--- config.mk ---
export PLATFORM = sky130hd
export DESIGN_NAME = johnson_seq_ctrl_flat
export DESIGN_NICKNAME = d
export VERILOG_FILES = /design/src/rtl/johnson_seq_if.sv /design/src/rtl/johnson_seq_ctrl.sv /design/src/flat_wrapper.sv
export SDC_FILE = /design/constraint.sdc
export NUM_CORES = 1
export LEC_CHECK = 0
export CAP_MARGIN = 10
export CORE_MARGIN = 4
export CORE_UTILIZATION = 40
export CTS_CLUSTER_DIAMETER = 150
export DETAILED_ROUTE_END_ITERATION = 16
export PLACE_DENSITY = 0.73
export SYNTH_ARGS = -nofsm -noshare
export SYNTH_HDL_FRONTEND = slang
export SYNTH_SLANG_ARGS = --single-unit
export TNS_END_PERCENT = 30
--- constraint.sdc ---
create_clock -name clk -period 3.3 [get_ports clk]
set_input_delay 0.825 -clock clk [delete_from_list [all_inputs] [get_ports clk]]
set_output_delay 0.825 -clock clk [all_outputs]
set_load 0.01 [all_outputs]
--- src/rtl/johnson_seq_if.sv ---
// johnson_seq_if: command and status bundle for the Johnson ring sequencer
interface johnson_seq_if #(
    parameter int WIDTH = 4,
    parameter int CYC_W = 8
);
    logic               start;
    logic [CYC_W-1:0]   num_cycles;
    logic               dir;
    logic               pause;
    logic               abort;
    logic [WIDTH-1:0]   q;
    logic [2*WIDTH-1:0] phase;
    logic               busy;
    logic               paused;
    logic               done;
    logic [CYC_W-1:0]   cycles_done;
    modport master (
        output start, num_cycles, dir, pause, abort,
        input  q, phase, busy, paused, done, cycles_done
    );
    modport slave (
        input  start, num_cycles, dir, pause, abort,
        output q, phase, busy, paused, done, cycles_done
    );
endinterface

--- src/rtl/johnson_seq_ctrl.sv ---
// johnson_seq_ctrl: bounded, direction-controlled Johnson ring sequencer with pause/abort
module johnson_seq_ctrl #(
    parameter int WIDTH = 4,
    parameter int CYC_W = 8
) (
    input logic clk,
    input logic rst,
    johnson_seq_if.slave bus
);
    localparam int P = 2 * WIDTH;
    localparam int K_W = $clog2(P) + 1;
    typedef enum logic [1:0] {IDLE, RUN, PAUSED, DONE} state_t;
    state_t state, state_n;
    logic [WIDTH-1:0] q, q_n, q_step;
    logic [CYC_W-1:0] cnt, cnt_n, cnt_inc, len, len_n;
    logic dir_r, dir_n;
    logic [K_W-1:0] ones, k;
    always_ff @(posedge clk or posedge rst) begin
        if (rst) begin
            state <= IDLE;
            q     <= '0;
            cnt   <= '0;
            len   <= '0;
            dir_r <= 1'b0;
        end else begin
            state <= state_n;
            q     <= q_n;
            cnt   <= cnt_n;
            len   <= len_n;
            dir_r <= dir_n;
        end
    end
    always_comb begin
        q_step  = dir_r ? {~q[0], q[WIDTH-1:1]} : {q[WIDTH-2:0], ~q[WIDTH-1]};
        cnt_inc = cnt + CYC_W'(1);
        state_n = state;
        q_n     = q;
        cnt_n   = cnt;
        len_n   = len;
        dir_n   = dir_r;
        case (state)
            IDLE: if (bus.start) begin
                len_n   = bus.num_cycles;
                dir_n   = bus.dir;
                cnt_n   = '0;
                state_n = (bus.num_cycles != '0) ? RUN : DONE;
            end
            RUN: if (bus.abort) begin
                state_n = IDLE;
                q_n     = '0;
            end else if (bus.pause) begin
                state_n = PAUSED;
            end else begin
                q_n = q_step;
                // returning to all-zeros closes one full ring cycle
                if (q_step == '0) begin
                    cnt_n   = cnt_inc;
                    state_n = (cnt_inc == len) ? DONE : RUN;
                end
            end
            PAUSED: if (bus.abort) begin
                state_n = IDLE;
                q_n     = '0;
            end else if (!bus.pause) begin
                state_n = RUN;
            end
            default: state_n = IDLE;
        endcase
    end
    always_comb begin
        ones = '0;
        for (int i = 0; i < WIDTH; i++) ones = ones + K_W'(q[i]);
        k = q[WIDTH-1] ? K_W'(P) - ones : ones;
    end
    assign bus.phase       = P'(1) << k;
    assign bus.q           = q;
    assign bus.busy        = (state == RUN) || (state == PAUSED);
    assign bus.paused      = state == PAUSED;
    assign bus.done        = state == DONE;
    assign bus.cycles_done = cnt;
endmodule

--- src/flat_wrapper.sv ---
// flat-port wrapper written by rule: the top's interface ports become plain ports
module johnson_seq_ctrl_flat 
#(
    parameter int WIDTH = 4,
    parameter int CYC_W = 8
)
  (clk, rst, bus_start, bus_num_cycles, bus_dir, bus_pause, bus_abort, bus_q, bus_phase, bus_busy, bus_paused, bus_done, bus_cycles_done);
  johnson_seq_if #(.WIDTH(WIDTH), .CYC_W(CYC_W)) bus_i ();
  input logic clk;
  input logic rst;
  input wire logic [$bits(bus_i.start)-1:0] bus_start;
  input wire logic [$bits(bus_i.num_cycles)-1:0] bus_num_cycles;
  input wire logic [$bits(bus_i.dir)-1:0] bus_dir;
  input wire logic [$bits(bus_i.pause)-1:0] bus_pause;
  input wire logic [$bits(bus_i.abort)-1:0] bus_abort;
  output wire logic [$bits(bus_i.q)-1:0] bus_q;
  output wire logic [$bits(bus_i.phase)-1:0] bus_phase;
  output wire logic [$bits(bus_i.busy)-1:0] bus_busy;
  output wire logic [$bits(bus_i.paused)-1:0] bus_paused;
  output wire logic [$bits(bus_i.done)-1:0] bus_done;
  output wire logic [$bits(bus_i.cycles_done)-1:0] bus_cycles_done;
  assign bus_i.start = bus_start;
  assign bus_i.num_cycles = bus_num_cycles;
  assign bus_i.dir = bus_dir;
  assign bus_i.pause = bus_pause;
  assign bus_i.abort = bus_abort;
  assign bus_q = bus_i.q;
  assign bus_phase = bus_i.phase;
  assign bus_busy = bus_i.busy;
  assign bus_paused = bus_i.paused;
  assign bus_done = bus_i.done;
  assign bus_cycles_done = bus_i.cycles_done;
  johnson_seq_ctrl #(.WIDTH(WIDTH), .CYC_W(CYC_W)) u_core (.clk(clk), .rst(rst), .bus(bus_i));
endmodule
==> results.cfg, run 1 <==
[outcome]
failed_checks = setup timing
status = finished, violations left

[route]
drt-total-wl_mm = 3.63
drt_iter0_markers = 112
drt_pass1_iterations = 5
postRouteAntennaNets = 0
vias = 1389
vias_per_cell = 5.30
wire_per_inst_um = 13.8
drcViolationCount = 0

[clocking]
clk_latency_ns = 0.26
cts_made_buffers = 3
hold_buffers = 0
clock-sinks = 23
path_clk_slew_ns = 0.08
cts_root_buffer = clkbuf_8
cts_max_level = 1
tritoncts = done
cts_max_path_buffers = 2

[sta]
worst_slew_pin_slew_ns = 0.872
final_hold_viol_count = 0
timing.fmax_ghz = 0.293
min_period_ns = 3.41
drv_slew = 0
relSlewSlack_pct = 41.8
setup_viol = 7
period_share_pct = 103
timing.final.ws_setup_ns = -0.111
fin_skew_ns = 0.00512
grt_setup_unrepaired = true

[yosys]
synth_top_area_share_pct = 35.8
ys_types = 41
synth_edf_count = 0
synth_ff_type = dfrtp_1
syn_area_mm2 = 0.00161
yosys.area.top_type = dfrtp_1
synth_most_common_cell = dfrtp_1
synth-async-reset-ratio_pct = 100
seq_area_frac_synth_pct = 35.8
synthesis.nets = 193
ys_top_cells_by_area = dfrtp_1, xnor2_1, ha_1
synth_cells = 169
synth-seq-cells = 23
synth_warnings = 0
synth.avg_cell_area_um2 = 9.52
synthTopCellsByCount = dfrtp_1, o21ai_0, nand2_1, xnor2_1, nor2_1

[global_route]
track_usage_pct = 14.9
antenna_found_initial = 0
grt_pass1_vias = 1354
grt_max_degree = 24
grt-ovfl-total = 0
grt_pass1_wl_mm = 6.26

[power]
power_density_mw_per_mm2 = 856
p_leak_nw = 0.900
vdd_drop_max_mv = 0.326
p_total_mw = 1.83

[run]
maxCapViolations = 0

[critical_path]
slowest_stage = dfrtp_1
cp-start-kind = flop
r2r-start = u_core.state[1]
path_max_fanout = 2
worstPathRequired_ns = 2.47
critical_path_depth = 11
r2r_slack_ns = 1.06
r2r_end = u_core.bus.cycles_done[7]
crit_buf_inv = 3
ff2ff_path_depth = 7
cp-end-kind = primary output
path_cells = ha_1 -> inv_2 -> fa_2 -> ha_4 -> inv_2 -> ha_4 -> or3_1 -> o21ai_1 -> nand2_1 -> nor2_1 -> buf_2
cpPeakStageDelay_ns = 0.39
worstSetupStartpoint = u_core.bus.q[0]
critPathArrivalTime_ns = 2.59
crit_type = reg -> out
endpoint = bus_phase[0]
crit_family = adder cells

[floorplan]
core_area_mm2 = 0.00377
fp-row-count = 22
die_area_mm2 = 0.00510
initial_utilization_pct = 42.7
die_w_um = 71.4
die_y_um = 71.4
io_pins = 37

[worst_hold_path]
min_from = u_core.len[7]
hp-class = reg -> reg
holdPathStages = 1

[place]
hpwl_mm = 2.78
io_buffers = 36
gp_congestion = 0.786

[finish]
area_delta_synth_final_pct = 33.0
final_nets = 239
n_antenna_cell = 0
fin_util_pct = 56.7
drive_gt1_share_pct = 22.4
cell type report:
type / instances / area [µm²]
Multi-Input combinational cell: 130 / 1030
Tap cell: 48 / 60.1
Fill cell: 344 / 1630
Inverter: 12 / 45.0
Timing Repair Buffer: 45 / 388
Sequential cell: 23 / 576
Clock buffer: 4 / 45.0
stage by stage:
step	setup slack, ns	setup TNS (ns)	instances	cell area (µm²)	hold slack [ns]
floorplan	0.0488	0	169	1610	0.500
global placement	-0.305	-1.90	256	2060	0.512
CTS	-0.120	-0.457	261	2130	0.542
detailed placement	-0.346	-2.19	256	2060	0.523
finish	-0.111	-0.419	262	2140	0.537
global route	-0.204	-1.28	262	2140	0.560
state kept, by name, indices dropped and copies added, names as in the netlist:
register,cells
u_core.bus.cycles_done,8
u_core.bus.q,4
u_core.dir_r,1
u_core.len,8
u_core.state,2
per-layer routing:
layer | vias up | GRT usage, % | part of all wire, %
met5 | - | 0 | 0
met2 | 34 | 23.1 | 44
met3 | 4 | 2.81 | 5.6
met1 | 666 | 21.9 | 49
li1 | 685 | - | -
met4 | 0 | 2.71 | 1.1
report_power, final:
part / total (mW) / internal (mW) / switching, mW / leakage [nW]
Sequential: 0.455 / 0.373 / 0.0811 / 0.297
Clock: 0.172 / 0.0860 / 0.0857 / 0.0228
Combinational: 1.21 / 0.602 / 0.603 / 0.581
Total: 1.83 / 1.06 / 0.770 / 0.900
cell usage in the layout, fill, tap and decap left out, types with 2 or more instances in the layout:
cell type         n
buf_2             8
o41ai_1           6
nand3b_1          2
nand3_1           5
ha_4              2
inv_2             2
o21ai_0          13
xnor2_1          13
clkdlybuf4s50_1  28
nor2b_1           2
o21ai_1           3
a21oi_1           3
nand4_1           2
nor2_1           13
nor3_2            2
dfrtp_1          23
and2_1            2
nand2_1          14
buf_4             9
o31ai_1           3
ha_1              7
mux2_2           10
inv_1            10
nand2b_1          3
clkbuf_8          3
a21boi_0          2
mux2i_1           2
cell families after synthesis:
group                      count (synthesis)  synth area share (%)
AOI/OAI and AO/OA                         38                  16.5
adders and majority gates                 10                  8.24
xor gates and xnor gates                  16                  8.71
DFF                                       23                  35.8
and+or+nand+nor                           54                  18.4
buffers and inverters                     16                  4.12
muxes                                     12                  8.24
worst min-delay path by stage:
stage	end	slack, ns
2_1_floorplan	u_core.len[0]	0.50
3_3_place_gp	u_core.len[7]	0.51
4_1_cts	u_core.len[7]	0.54
3_5_place_dp	u_core.len[7]	0.52
6_report	u_core.len[7]	0.54
5_1_grt	u_core.len[7]	0.56
timing repair:
item	in CTS	in global routing
buffers inserted	1	1
pin swaps	9	4
endpoints found under the setup margin	8	8
resized for setup	46	0
(Power assumes the default switching activity.)
==> run 2, diff against run 1 <==
PLACE_DENSITY = 0.76   (was 0.73)
clock period = 3 ns   (was 3.3 ns; I/O delays follow)
==> run 2 against run 1 <==
The run still ends with setup timing left. Sequential cell count stayed put. Sequential power is 11% higher. Cell area is 2.6% higher. Clock power is 17% higher. Critical endpoint unchanged. Sequential share of layout area is 0.58 points lower. Die area stayed put. Register-to-register slack worse by 0.31 ns. Core utilization is 1.5 points higher. Highest routed layer unchanged. Cell count is 0.38% higher. Non-clock buffer count is 1 higher.
==> results.cfg, run 2 (synthesis gave the netlist of run 1 again) <==
[finish]
final_common_cell = clkdlybuf4s50_1
fin_area_mm2 = 0.00220
area_delta_synth_final_pct = 36.5
drive_gt1_share_pct = 24.7
num-fill-cells = 331
n_antenna_cell = 0
regArea_um2 = 578
multi_input_area_mm2 = 0.00107
final_cell_mix = clkdlybuf4s50_1, dfrtp_1, nand2_1
fin_util_pct = 58.2
final_nets = 240

[worst_hold_path]
hp-class = reg -> reg

[sta]
timing.final.ws_setup_ns = -0.337
timing.fmax_ghz = 0.300
grt_setup_unrepaired = true
worst_slew_pin_slew_ns = 0.507
period_share_pct = 111
relSlewSlack_pct = 66.0
drv_slew = 0
setup_viol = 8
final_hold_viol_count = 0
min_period_ns = 3.34
fin_skew_ns = 0.00384

[clocking]
cts_max_path_buffers = 2
post_cts_buffers = 0
cts_made_buffers = 3
clk_latency_ns = 0.27
clock-sinks = 23
hold_buffers = 0
cts_root_buffer = clkbuf_8
cts_max_level = 1
path_clk_slew_ns = 0.09
tritoncts = done

[route]
drt_pass1_iterations = 4
wire_per_inst_um = 14.4
drt-total-wl_mm = 3.79
vias_per_cell = 5.29
drt_iter0_markers = 77
postRouteAntennaNets = 0
drcViolationCount = 0
vias = 1390

[place]
place_ws_ns = -0.489
post_dp_cell_area_mm2 = 0.00213
io_buffers = 36
gp_congestion = 0.829
hpwl_mm = 2.94

[outcome]
status = finished, violations left
failed_checks = setup timing

[global_route]
grt_pass1_vias = 1430
track_usage_pct = 15.9
grt-ovfl-total = 0
grt_max_degree = 24
grt_pass1_wl_mm = 6.59
antenna_found_initial = 0

[floorplan]
die_area_mm2 = 0.00510
core_area_mm2 = 0.00377
io_pins = 37
die_y_um = 71.4
fp-row-count = 22
die_w_um = 71.4
initial_utilization_pct = 42.7

[critical_path]
crit_type = reg -> out
cp-end-kind = primary output
cp-start-kind = flop
path_max_fanout = 2
critPathArrivalTime_ns = 2.59
worstPathRequired_ns = 2.25

[power]
power_density_mw_per_mm2 = 943
p_total_mw = 2.07
vdd_drop_max_mv = 0.355
p_leak_nw = 0.912

[run]
maxCapViolations = 0
run 2: cell types whose count changed in the layout (fill, tap and decap cells not counted), sizes merged:
cell,previous run,this run
clkinv,0,1
buf,17,18
clkbuf,4,3
run 2: final timing paths:
check                                 from                         to  slack, ns  depth (start not counted)
max in group asynchronous              rst            u_core.bus.q[0]       1.93                          3
setup / recovery           u_core.bus.q[1]               bus_phase[0]      -0.34                         11
setup reg to reg           u_core.state[1]  u_core.bus.cycles_done[7]       0.75                          7
hold reg to reg              u_core.len[0]              u_core.len[0]       0.54                          1
hold / removal               u_core.len[0]              u_core.len[0]       0.54                          1
min in group asynchronous              rst            u_core.bus.q[1]       0.82                          3
run 2: layout make-up:
type	instances	share of cell area (%)
clock buffer	3	1.88
multi-input combinational	130	48.7
timing repair buffer	46	18.0
clock inverter	1	0.228
inverter	12	2.17
sequential	23	26.3
tap	48	2.74
run 2: power by group:
part	switching [mW]	leakage (nW)	internal [mW]	total [mW]
registers	0.0918	0.294	0.413	0.505
clock network	0.108	0.0255	0.0930	0.201
logic	0.674	0.593	0.693	1.37
run 2: critical path: stages (launching register included):
cell,delay (ns)
dfrtp_2,0.43
ha_4,0.26
inv_2,0.03
fa_2,0.36
ha_4,0.30
inv_4,0.04
ha_4,0.20
or3_1,0.29
o21ai_1,0.09
nand2_1,0.11
nor2_2,0.08
buf_2,0.13
run 2: per-layer routing:
metal / track usage, % / share of wire (%) / vias up
met1: 21.1 / 45 / 675
li1: - / - / 685
met2: 27.6 / 50 / 27
met4: 2.92 / 0.45 / 0
met3: 2.10 / 3.9 / 3
met5: 0 / 0 / -
run 2: stage by stage:
stage / instances / hold slack (ns) / setup TNS [ns]
after floorplan: 169 / 0.500 / -0.00482
after global placement: 259 / 0.509 / -3.20
after detailed placement: 259 / 0.520 / -3.53
after CTS: 263 / 0.539 / -2.08
after global routing: 263 / 0.554 / -3.07
final: 263 / 0.536 / -2.16
run 2: repair_timing:
item,CTS,global route
pin swaps,8,1
endpoints found under the setup margin,8,8
resized for setup,41,1
==> run 3, diff against run 2 <==
CTS_CLUSTER_SIZE = 28   (was default)
PLACE_DENSITY = 0.73   (was 0.76)
clock period = 3.8 ns   (was 3 ns; I/O delays follow)
==> run 3 against run 2 <==
Cell area is 4.7% lower. Critical path type unchanged. The flow now finishes without violations. Via count is 1.1% lower. Sequential power is 22% lower. Core utilization is 2.7 points lower. Wire length is 2.9% lower. Non-clock buffer count is 5 lower. Clock power is 21% lower.
==> results.cfg, run 3 (synthesis gave the netlist of run 1 again) <==
[route]
drt-total-wl_mm = 3.68
drt_iter0_markers = 131
wire_per_inst_um = 14.3
postRouteAntennaNets = 0
drcViolationCount = 0
vias = 1375
drt_pass1_iterations = 4
vias_per_cell = 5.33

[floorplan]
io_pins = 37
die_w_um = 71.4
die_area_mm2 = 0.00510
core_area_mm2 = 0.00377
fp-row-count = 22
initial_utilization_pct = 42.7
die_y_um = 71.4

[critical_path]
path_max_fanout = 4
crit_type = reg -> out
r2r_slack_ns = 1.59
critPathArrivalTime_ns = 2.77
cp-end-kind = primary output
cp-start-kind = flop
worstPathRequired_ns = 2.85

[sta]
final_hold_viol_count = 0
worst_slew_pin_slew_ns = 0.874
min_period_ns = 3.72
timing.fmax_ghz = 0.269
period_share_pct = 97.9
grt_setup_unrepaired = true
setup_viol = 0
relSlewSlack_pct = 41.7
timing.final.ws_setup_ns = 0.0804
fin_skew_ns = 0.00546
drv_slew = 0

[place]
hpwl_mm = 2.84
dp.cells = 254
place_ws_ns = 0.00345
post_dp_cell_area_mm2 = 0.00205
io_buffers = 36
gp_congestion = 0.809

[power]
comb_power_share_pct = 63.2
p_leak_nw = 0.887
vdd_drop_max_mv = 0.271
switching_share_pct = 42.7
pwr-share-seq_pct = 26.3
switchingPower_mw = 0.642
internal_power_mw = 0.862
power_density_mw_per_mm2 = 719
clockPowerShare_pct = 10.5

[finish]
fin_area_mm2 = 0.00209
final_common_cell = clkdlybuf4s50_1
n_antenna_cell = 0
final_cell_mix = clkdlybuf4s50_1, dfrtp_1, nand2_1, xnor2_1
final_nets = 235
fin_cells = 258
drive_gt1_share_pct = 14.8
area_delta_synth_final_pct = 30.1
fin_util_pct = 55.5

[clocking]
clk_latency_ns = 0.27
clock-sinks = 23
cts_max_path_buffers = 2
cts_made_buffers = 3
tritoncts = done
hold_buffers = 0
post_cts_buffers = 0
cts_root_buffer = clkbuf_8
path_clk_slew_ns = 0.08
cts_max_level = 1

[global_route]
grt_pass1_vias = 1362
grt.met2_usage_pct = 24.3
gr-usage-met3_pct = 1.68
grt_max_degree = 24
grt-ovfl-total = 0
grt_pass1_wl_mm = 6.28
gr-max-usage-layer = met2
track_usage_pct = 15.1
grtUsageMet1_pct = 20.8
antenna_found_initial = 0

[worst_hold_path]
hp-class = reg -> reg

[outcome]
status = completed

[run]
maxCapViolations = 0
[run 3: cell count changes in the layout (fill, tap and decap cells not counted), moves of 2 or more]
cell,delta
dfrtp_1,+2
ha_4,-2
nor2_1,+2
inv_1,+2
ha_1,+2
buf_2,-6
nor2_2,-2
dlygate4sd2_1,+6
dfrtp_2,-2
buf_4,-5
[run 3: repair_timing]
item,in CTS,in global routing
resized for setup,14,5
gates cloned,0,0
setup endpoints to repair,8,8
endpoints found under the hold margin,0,0
[run 3: power by group through the flow]
stage                     logic (mW)  clock network (mW)  registers [mW]
after floorplan                0.616                   0           0.392
after global placement         0.942                   0           0.398
after detailed placement       0.966                   0           0.402
after CTS                      0.951               0.161           0.397
after global routing            1.06               0.169           0.409
final                          0.950               0.158           0.396
[run 3: routing by layer]
metal	part of all wire, %	up-vias
met5	0	-
met3	4.5	5
li1	-	677
met2	46	32
met4	1.5	0
met1	47	661
[run 3: worst max-delay path: stages (launching register included)]
cell and delay, ns:
dfrtp_1 0.39, ha_1 0.28, inv_1 0.05, fa_2 0.36, ha_4 0.28, inv_1 0.04
ha_1 0.16, nand2b_1 0.18, xnor2_1 0.35, nor2_1 0.11, dlygate4sd2_1 0.30
[run 3: path summary, 6_finish.rpt]
path / from / end / cells after the start
worst max-delay path: u_core.bus.q[0] / bus_phase[2] / 10
worst min-delay path: u_core.len[7] / u_core.len[7] / 1
worst max register to register: u_core.state[1] / u_core.bus.cycles_done[7] / 7
worst min register to register: u_core.len[7] / u_core.len[7] / 1
max in group asynchronous: rst / u_core.state[0] / 2
min in group asynchronous: rst / u_core.len[4] / 2
[run 3: metrics by stage]
stage | TNS (ns) | power, mW | hold WS, ns
floorplan | 0 | 1.01 | 0.500
global placement | 0 | 1.34 | 0.513
detailed placement | 0 | 1.37 | 0.523
CTS | 0 | 1.51 | 0.542
global route | -0.263 | 1.63 | 0.561
finish | 0 | 1.50 | 0.538
[run 3: cell type report]
cell class / count / area, µm²
well taps: 48 / 60.1
clock buffers: 3 / 41.3
repair buffers: 41 / 380
fillers: 345 / 1680
multi-input cells: 130 / 986
clock inverters: 1 / 5.00
inverters: 12 / 45.0
flip-flops and latches: 23 / 576
